`src/rtl/muldiv_sequencer.sv`:
```
// muldiv_sequencer: multi-cycle RV32M multiply/divide unit beside the ALU.
// Define MULDIV_EARLY_OUT_EN to finish div-by-zero/overflow directly from IDLE.
module muldiv_sequencer #(
    parameter int XLEN       = 32,
    parameter int DIV_CYCLES = 32
) (
    input  logic            clk,
    input  logic            rst,
    input  logic            Start,
    input  logic [2:0]      MdOp,
    input  logic [XLEN-1:0] OperandA,
    input  logic [XLEN-1:0] OperandB,
    input  logic            Kill,
    output logic            Busy,
    output logic            Stall,
    output logic            Done,
    output logic [XLEN-1:0] Result
);

    typedef enum logic [1:0] {
        S_IDLE,
        S_MUL,
        S_DIV,
        S_DONE
    } state_t;

    localparam logic [4:0] LAST_ITER = 5'(DIV_CYCLES - 1);
    localparam logic [XLEN-1:0] MIN_INT = {1'b1, {(XLEN-1){1'b0}}};

    state_t r_state;
    state_t w_next;

    logic [2:0]      r_op;
    logic [XLEN-1:0] r_a;
    logic [XLEN-1:0] r_b;
    logic [XLEN-1:0] r_dvsr;
    logic [XLEN-1:0] r_quo;
    logic [XLEN-1:0] r_rem;
    logic [XLEN-1:0] r_result;
    logic [4:0]      r_cnt;

    // Zero divisor or the one signed overflow case; unsigned ops only see /0.
    function automatic logic is_special(input logic [2:0]      op,
                                        input logic [XLEN-1:0] a,
                                        input logic [XLEN-1:0] b);
        return op[2] && ((b == '0) ||
               (!op[0] && (a == MIN_INT) && (b == '1)));
    endfunction

    function automatic logic [XLEN-1:0] special_val(input logic [2:0]      op,
                                                    input logic [XLEN-1:0] a,
                                                    input logic [XLEN-1:0] b);
        if (b == '0)
            return op[1] ? a : '1;
        return op[1] ? '0 : a;
    endfunction

    logic                w_accept;
    logic                w_neg_a_in;
    logic                w_neg_b_in;
    logic                w_sa;
    logic                w_sb;
    logic [2*XLEN-1:0]   w_ma;
    logic [2*XLEN-1:0]   w_mb;
    logic [2*XLEN-1:0]   w_prod;
    logic [XLEN-1:0]     w_mul_res;
    logic [XLEN:0]       w_sh;
    logic [XLEN:0]       w_diff;
    logic                w_qbit;
    logic [XLEN-1:0]     w_rem_nx;
    logic [XLEN-1:0]     w_quo_nx;
    logic                w_neg_q;
    logic                w_neg_r;
    logic [XLEN-1:0]     w_q_s;
    logic [XLEN-1:0]     w_r_s;
    logic [XLEN-1:0]     w_div_res;

    assign w_accept   = Start && !Kill && (r_state == S_IDLE);
    assign w_neg_a_in = !MdOp[0] && OperandA[XLEN-1];
    assign w_neg_b_in = !MdOp[0] && OperandB[XLEN-1];

    // Sign-extending to 2*XLEN keeps the low 2*XLEN product bits exact.
    assign w_sa      = (r_op[1:0] == 2'b01) || (r_op[1:0] == 2'b10);
    assign w_sb      = (r_op[1:0] == 2'b01);
    assign w_ma      = {{XLEN{w_sa & r_a[XLEN-1]}}, r_a};
    assign w_mb      = {{XLEN{w_sb & r_b[XLEN-1]}}, r_b};
    assign w_prod    = w_ma * w_mb;
    assign w_mul_res = (r_op[1:0] == 2'b00) ? w_prod[XLEN-1:0]
                                            : w_prod[2*XLEN-1:XLEN];

    assign w_sh     = {r_rem, r_quo[XLEN-1]};
    assign w_diff   = w_sh - {1'b0, r_dvsr};
    assign w_qbit   = !w_diff[XLEN];
    assign w_rem_nx = w_qbit ? w_diff[XLEN-1:0] : w_sh[XLEN-1:0];
    assign w_quo_nx = {r_quo[XLEN-2:0], w_qbit};

    assign w_neg_q   = !r_op[0] && (r_a[XLEN-1] ^ r_b[XLEN-1]);
    assign w_neg_r   = !r_op[0] && r_a[XLEN-1];
    assign w_q_s     = w_neg_q ? -w_quo_nx : w_quo_nx;
    assign w_r_s     = w_neg_r ? -w_rem_nx : w_rem_nx;
    assign w_div_res = is_special(r_op, r_a, r_b) ? special_val(r_op, r_a, r_b)
                     : (r_op[1] ? w_r_s : w_q_s);

    always_ff @(posedge clk) begin
        if (rst)
            r_state <= S_IDLE;
        else
            r_state <= w_next;
    end

    always_comb begin
        w_next = r_state;
        Busy   = 1'b0;
        Done   = 1'b0;
        unique case (r_state)
            S_IDLE: begin
                if (Start && !Kill) begin
                    if (!MdOp[2])
                        w_next = S_MUL;
                    else begin
`ifdef MULDIV_EARLY_OUT_EN
                        w_next = is_special(MdOp, OperandA, OperandB)
                               ? S_DONE : S_DIV;
`else
                        w_next = S_DIV;
`endif
                    end
                end
            end
            S_MUL: begin
                Busy   = 1'b1;
                w_next = Kill ? S_IDLE : S_DONE;
            end
            S_DIV: begin
                Busy = 1'b1;
                if (Kill)
                    w_next = S_IDLE;
                else if (r_cnt == LAST_ITER)
                    w_next = S_DONE;
            end
            S_DONE: begin
                Done   = 1'b1;
                w_next = S_IDLE;
            end
            default: w_next = S_IDLE;
        endcase
        Stall = (Start && (r_state == S_IDLE)) || Busy;
    end

    always_ff @(posedge clk) begin
        if (rst) begin
            r_op     <= '0;
            r_a      <= '0;
            r_b      <= '0;
            r_dvsr   <= '0;
            r_quo    <= '0;
            r_rem    <= '0;
            r_result <= '0;
            r_cnt    <= '0;
        end else begin
            if (w_accept) begin
                r_op   <= MdOp;
                r_a    <= OperandA;
                r_b    <= OperandB;
                r_dvsr <= w_neg_b_in ? -OperandB : OperandB;
                r_quo  <= w_neg_a_in ? -OperandA : OperandA;
                r_rem  <= '0;
                r_cnt  <= '0;
`ifdef MULDIV_EARLY_OUT_EN
                if (is_special(MdOp, OperandA, OperandB))
                    r_result <= special_val(MdOp, OperandA, OperandB);
`endif
            end
            if (r_state == S_MUL && !Kill)
                r_result <= w_mul_res;
            if (r_state == S_DIV && !Kill) begin
                r_rem <= w_rem_nx;
                r_quo <= w_quo_nx;
                r_cnt <= r_cnt + 5'd1;
                if (r_cnt == LAST_ITER)
                    r_result <= w_div_res;
            end
        end
    end

    assign Result = r_result;

endmodule

```
`config.mk`:
```
export PLATFORM = sky130hd
export DESIGN_NAME = muldiv_sequencer
export DESIGN_NICKNAME = d
export VERILOG_FILES = /design/src/rtl/muldiv_sequencer.sv
export SDC_FILE = /design/constraint.sdc
export NUM_CORES = 2
export LEC_CHECK = 0
export CAP_MARGIN = 20
export CORE_UTILIZATION = 46
export DETAILED_ROUTE_END_ITERATION = 16
export GPL_TIMING_DRIVEN = 0
export SYNTH_ARGS = -nofsm -noshare
export SYNTH_HDL_FRONTEND = slang
export SYNTH_SLANG_ARGS = --single-unit
```
`constraint.sdc`:
```
create_clock -name clk -period 10.4 [get_ports clk]
set_clock_uncertainty 0.2 [all_clocks]
set_input_delay 1.56 -clock clk [delete_from_list [all_inputs] [get_ports clk]]
set_output_delay 1.56 -clock clk [all_outputs]
set_load 0.02 [all_outputs]
```
* Word level (Yosys, flattened, before mapping)
Cells that the tools add are included.
** Cells by class
- $add $sub $neg :: 6
- Multipliers :: 1
- Div/mod/pow operators :: 0
- $lt $le $gt $ge :: 0
- Equal/unequal tests :: 10
- Shift-type cells :: 0
- Multiplexer cells :: 30
- Bitwise logic cells :: 3
- Reductions and logical operators :: 25
** Operators by type and width (count)
- 32-bit two-way mux :: 19
- 32-bit negator :: 4
- 32-bit == test (second input constant) :: 2
- 33-bit by 33-bit multiplier with 64-bit output :: 1
- 33-bit by 32-bit subtractor with 33-bit output :: 1
- 32-bit zero test :: 1
- 1-bit logical AND :: 12
- 2-bit two-way mux :: 5
- 5-bit two-way mux :: 2
- 2-bit case mux with 4 select lines :: 1
- 2-bit == test (second input constant) :: 3
- 5-bit by 1-bit adder with 5-bit output (second input constant) :: 1
- 5-bit == test (second input constant) :: 1
- 2-bit by 1-bit == test with 1-bit output (second input constant) :: 2
- 1-bit zero test :: 4
- 2-bit zero test :: 2
- 1-bit logical OR :: 3
- 1-bit two-way mux :: 3
- 3-bit != test (second input constant) :: 1
- 1-bit bitwise AND :: 2
- 2-bit != test (second input constant) :: 1
- 2-bit AND reduction :: 1
- 2-bit nonzero test :: 1
- 2-bit OR reduction :: 1
- 1-bit bitwise XOR :: 1
** Storage, ports and cells
- Register bits after elaboration :: 202
- Latch bits :: 0
- RAM bits :: 0
- ROM bits :: 0
- Input bits :: 71
- Output and inout bits :: 35
- Memories :: 0

* Longest topological paths before layout
- Depth in word-level cells :: 8
- Gate-level depth with buffers :: 34
- Depth with buffers taken out :: 32

* Worst setup path before layout
No wires, ideal clock.
- Path type :: flip-flop to flip-flop
- Start point :: register r_op[1]
- End point :: register r_result[27], in the netlist Result[27]
- Library setup time :: 0.120 ns
- Data arrival time :: 8.745 ns
- Required time :: 10.080 ns
- Setup slack :: 1.335 ns
- Cell stages (with the launch flop) :: 33
- Path buffers :: 2
- Clock period less this slack :: 9.065 ns
- Cells stage by stage :: dfxtp_1 -> clkbuf_1 -> clkinv_1 -> ha_1 -> and2_0 -> clkbuf_1 -> nand2_1 -> inv_1 -> fa_1 -> inv_1 -> fa_1 -> inv_1 -> fa_1 -> inv_1 -> fa_1 -> fa_1 -> fa_1 -> fa_1 -> fa_1 -> inv_1 -> ha_1 -> a21oi_1 -> o21ai_0 -> a21o_1 -> a21o_1 -> a21o_1 -> a21o_1 -> inv_1 -> o31ai_1 -> xor2_1 -> a222oi_1 -> a21oi_1 -> o31a_1
** On the way
- Longest elaborated chain between the ends :: 8
** RTL lines
- start: declaration :: RTL line 33 : logic [2:0] r_op;
- start signal: assignment :: RTL line 162 : r_op <= MdOp;
- 2-bit by 1-bit == test with 1-bit output / 2-bit == test (equally long branches) :: RTL line 83, 84
- 1-bit logical OR :: RTL line 83 : assign w_sa = (r_op[1:0] == 2'b01) || (r_op[1:0] == 2'b10);
- 1-bit bitwise AND :: RTL line 85 : assign w_ma = {{XLEN{w_sa & r_a[XLEN-1]}}, r_a};
- 33-bit by 33-bit multiplier with 64-bit output :: RTL line 87 : assign w_prod = w_ma * w_mb;
- 32-bit two-way mux :: RTL line 88 : assign w_mul_res = (r_op[1:0] == 2'b00) ? w_prod[XLEN-1:0]
- 32-bit two-way mux :: RTL line 174 : if (r_state == S_MUL && !Kill)
- 32-bit two-way mux :: RTL line 180 : if (r_cnt == LAST_ITER)
- 32-bit two-way mux * :: RTL line 176 : if (r_state == S_DIV && !Kill) begin
- end signal: assignment :: RTL line 175 : r_result <= w_mul_res;
- end signal: assignment :: RTL line 181 : r_result <= w_div_res;
- end: declaration :: RTL line 39 : logic [XLEN-1:0] r_result;
Mark *: on every way between the ends. The rest lies on a longest branch, timed or not. The select of a mux whose other input is x is not followed.
A chain may end at the register's enable or synchronous reset.

* Worst setup path in the final report
- Start point :: register r_b[19]
- End point :: register r_result[31], in the netlist Result[31]
** On the way
- Longest elaborated chain between the ends :: 7
** RTL lines
- start: declaration :: RTL line 35 : logic [XLEN-1:0] r_b;
- start signal: assignment :: RTL line 164 : r_b <= OperandB;
- parallel branches: the longest is 6 deep, another holds 33-bit by 33-bit multiplier with 64-bit output
- 32-bit two-way mux * :: RTL line 176
Mark *: on every way between the ends.

==> impl_metrics.ini <==
[global_route]
antenna_found_initial = 16
grt_pass1_wl_um = 311000
overflow = 0
grt_pass1_vias = 45500
grt_max_degree = 25
grt.total_usage = 0.372

[sta]
fin_crit_ns = 10.27
setup_viol = 0
slew_violations = 0
clock.fmax_mhz = 97.4
relSlewSlack = 0.131
finalHoldViolations = 0
period_share = 0.987
worst_slack_ns = 0.131
tightest_slew_ns = 1.30
rsz0062_at_grt = no

[detailed_routing]
dr.first_iter.drc_count = 5249
wl_um = 213000
route.met3.wl_um = 23100
wire_per_inst_um = 26.9
detail-route-antenna-nets = 0
drt-met1-wl_um = 82900
route.detailed.drc = 0
vias = 45700
first_pass_iters = 7
vias_per_cell = 5.79
wl_met2_um = 91700
highest_layer = met5

[cells_and_area]
drive_gt1_frac = 0.0353
layout_common_cells = inv_1, fa_1, nand2_1
fill_cells = 11100
stdcell_count = 7895
final_common_cell = inv_1
seq_area_mm2 = 0.00405
nets = 7818
postLayoutCellArea_mm2 = 0.0564
areaGrowthSynthToFinish_pct = 7.94
multi_input_area_mm2 = 0.0421

[synthesis]
synth_flop_cell = dfxtp_1
seq_area_frac_synth = 0.0770
synth_edf_count = 0
async_reset_ff_frac = 0
synthCells = 6252
synthesis.area_mm2 = 0.0523
yosysWarningCount = 0
synth_fp_nets = 7707
syn_area_per_cell_um2 = 8.36
ys_seq_elements = 201
yosysUniqueCellTypes = 98

[critical_path]
r2r-start = r_b[19]$_SDFFE_PP0P_
path_delay_family = adder cells
cpPeakStageDelay_ns = 1.03
cp.arrival_ns = 10.56
crit_slowest_cell = dfxtp_1
path_common_cell = fa_1
reg2reg_depth = 28
cp_max_fo = 10
rr_endpoint = Result[31]$_SDFF_PP0_
cp_num_buf_inv = 6
end_kind = register
cp.required_ns = 10.70
critPathLaunchType = register
ff2ff_setup_slack_ns = 0.13
path_class = reg -> reg

[floorplan]
dieWidth_um = 339
design.portCount = 106
die_y_um = 339
initial_core_util = 0.464
core_area_mm2 = 0.113
die_area_mm2 = 0.115
num_rows = 123

[pwr]
p_per_area_mw_per_mm2 = 96.8
power_w = 0.00546
leakage_nw = 25.1
vdd_ir_drop_max_mv = 0.127

[run_status]
outcome = finished clean

[flow_run]
drv_cap = 0

[place]
place.gp.congestion = 1.02
dpl.cell_count = 7872
port_buffers = 105
placed_cell_area_mm2 = 0.0554
dp_slack_ns = -1.58
place_hpwl_um = 179000

[cts]
cts_tree = yes
cts_sinks = 201
cts.clk_slew.worst_paths_ns = 0.07
htree_levels = 1
numCtsBuffers = 23
cts-root-buf = clkbuf_16
clk_path_buf_depth = 3
clk_latency_ns = 0.58

[hold_path]
hold_path.class = reg -> reg
min_from = r_dvsr[21]$_SDFFE_PP0P_
whs_path_depth = 2
min_to = r_dvsr[21]$_SDFFE_PP0P_
state kept, by name, summed over array words and instances (netlist names):
signal,count
r_b,32
Result,32
r_state,2
r_rem,32
r_op,3
r_a,32
r_quo,32
r_dvsr,31
r_cnt,5
per-layer routing:
layer  up-vias  global-route usage
li1      19300                   -
met1     23100               0.501
met2      2685               0.560
met3       580              0.0817
met4         4               0.200
met5         -                   0
power by group:
part	internal [W]	switching, W	total (W)
registers	0.000859	0.000192	0.00105
logic	0.00106	0.00241	0.00346
clock network	0.000556	0.000393	0.000949
total	0.00247	0.00299	0.00546
kinds of logic (layout without fill, tap and decap cells):
kind of cell / count (synthesis) / after routing / share of synthesized area
AND/OR/NAND/NOR: 1975 / 1975 / 0.171
flip-flops: 201 / 201 / 0.0770
buffers and inverters: 1663 / 1790 / 0.120
AO/OA/AOI/OAI: 791 / 791 / 0.0983
adder cells (fa/ha/maj): 1384 / 1384 / 0.493
XOR/XNOR: 198 / 198 / 0.0332
other: 0 / 16 / 0
multiplexers: 40 / 40 / 0.00792
worst max-delay path by stage:
| stage | from | to | slack (ns) | depth (start not counted) |
|---|---|---|---|---|
| final | r_b[19]$_SDFFE_PP0P_ | Result[31]$_SDFF_PP0_ | 0.13 | 28 |
| after global routing | r_b[19]$_SDFFE_PP0P_ | Result[31]$_SDFF_PP0_ | 0.002 | 28 |
| after CTS | r_b[11]$_SDFFE_PP0P_ | Result[30]$_SDFF_PP0_ | -0.02 | 28 |
| after detailed placement | r_op[1]$_SDFFE_PP0P_ | Result[30]$_SDFF_PP0_ | -1.58 | 29 |
| after global placement | r_op[1]$_SDFFE_PP0P_ | Result[30]$_SDFF_PP0_ | -1.59 | 29 |
| after floorplan | r_op[1]$_SDFFE_PP0P_ | Result[27]$_SDFF_PP0_ | 1.34 | 32 |
area by class of cell:
class / count / area share
clock inverter: 14 / 0.00397
sequential: 201 / 0.0717
timing repair buffer: 128 / 0.0239
clock buffer: 27 / 0.0110
tap: 1500 / 0.0333
buffer: 365 / 0.0263
multi-input combinational: 4388 / 0.745
inverter: 1256 / 0.0838
antenna: 16 / 0.000709
synth_stat cells (8+ instances only):
master | number | area (um2)
nor2b_1 | 21 | 131
xor2_1 | 85 | 744
nand2b_1 | 26 | 163
a21o_1 | 55 | 413
xnor2_1 | 113 | 990
o21ai_1 | 11 | 55.1
a311oi_1 | 17 | 149
o221ai_1 | 8 | 70.1
o21a_1 | 22 | 165
o22ai_1 | 10 | 62.6
nor4_1 | 28 | 175
o21bai_1 | 8 | 60.1
ha_1 | 258 | 3230
inv_1 | 1255 | 4710
and2_1 | 281 | 1760
nand4_1 | 26 | 163
buf_2 | 8 | 40.0
a211o_1 | 10 | 87.6
or3_1 | 19 | 119
dfxtp_1 | 201 | 4020
a41oi_1 | 9 | 78.8
clkbuf_1 | 388 | 1460
nand3_1 | 73 | 365
nand2_1 | 1118 | 4200
buf_1 | 9 | 33.8
a211oi_1 | 49 | 368
or2_2 | 14 | 87.6
fa_1 | 1126 | 22500
a221oi_1 | 9 | 78.8
o21ai_0 | 130 | 651
a31oi_1 | 86 | 538
nor3_1 | 53 | 265
o211ai_1 | 25 | 188
nor2_1 | 236 | 886
and3_1 | 31 | 194
a21oi_1 | 240 | 1200
o31ai_1 | 21 | 158
mux2i_1 | 33 | 330
worst register-to-register path, delay by kind of cell (launching register included):
family,cells,cell delay [ns]
AO/OA/AOI/OAI,10,2.87
flip-flops,1,1.03
adder cells (fa/ha/maj),9,4.42
AND/OR/NAND/NOR,2,0.28
XOR/XNOR,1,0.40
buffers and inverters,6,1.02
metrics by stage:
step            util  TNS [ns]  hold WS [ns]
2_1_floorplan      -         0         0.232
3_3_place_gp   0.490    -13.45         0.243
3_5_place_dp   0.492    -13.30         0.247
4_1_cts        0.500   -0.0179         0.256
5_1_grt        0.501         0         0.274
6_report       0.501         0         0.258
what timing repair did:
| action | 4_1_cts | 5_1_grt |
|---|---|---|
| pin swaps | 1 | 1 |
| endpoints found under the setup margin | 15 | 11 |
| gates resized for setup | 42 | 128 |
| buffers inserted | 2 | 3 |
| hold buffers | 0 | 0 |
(Power assumes the default switching activity.)
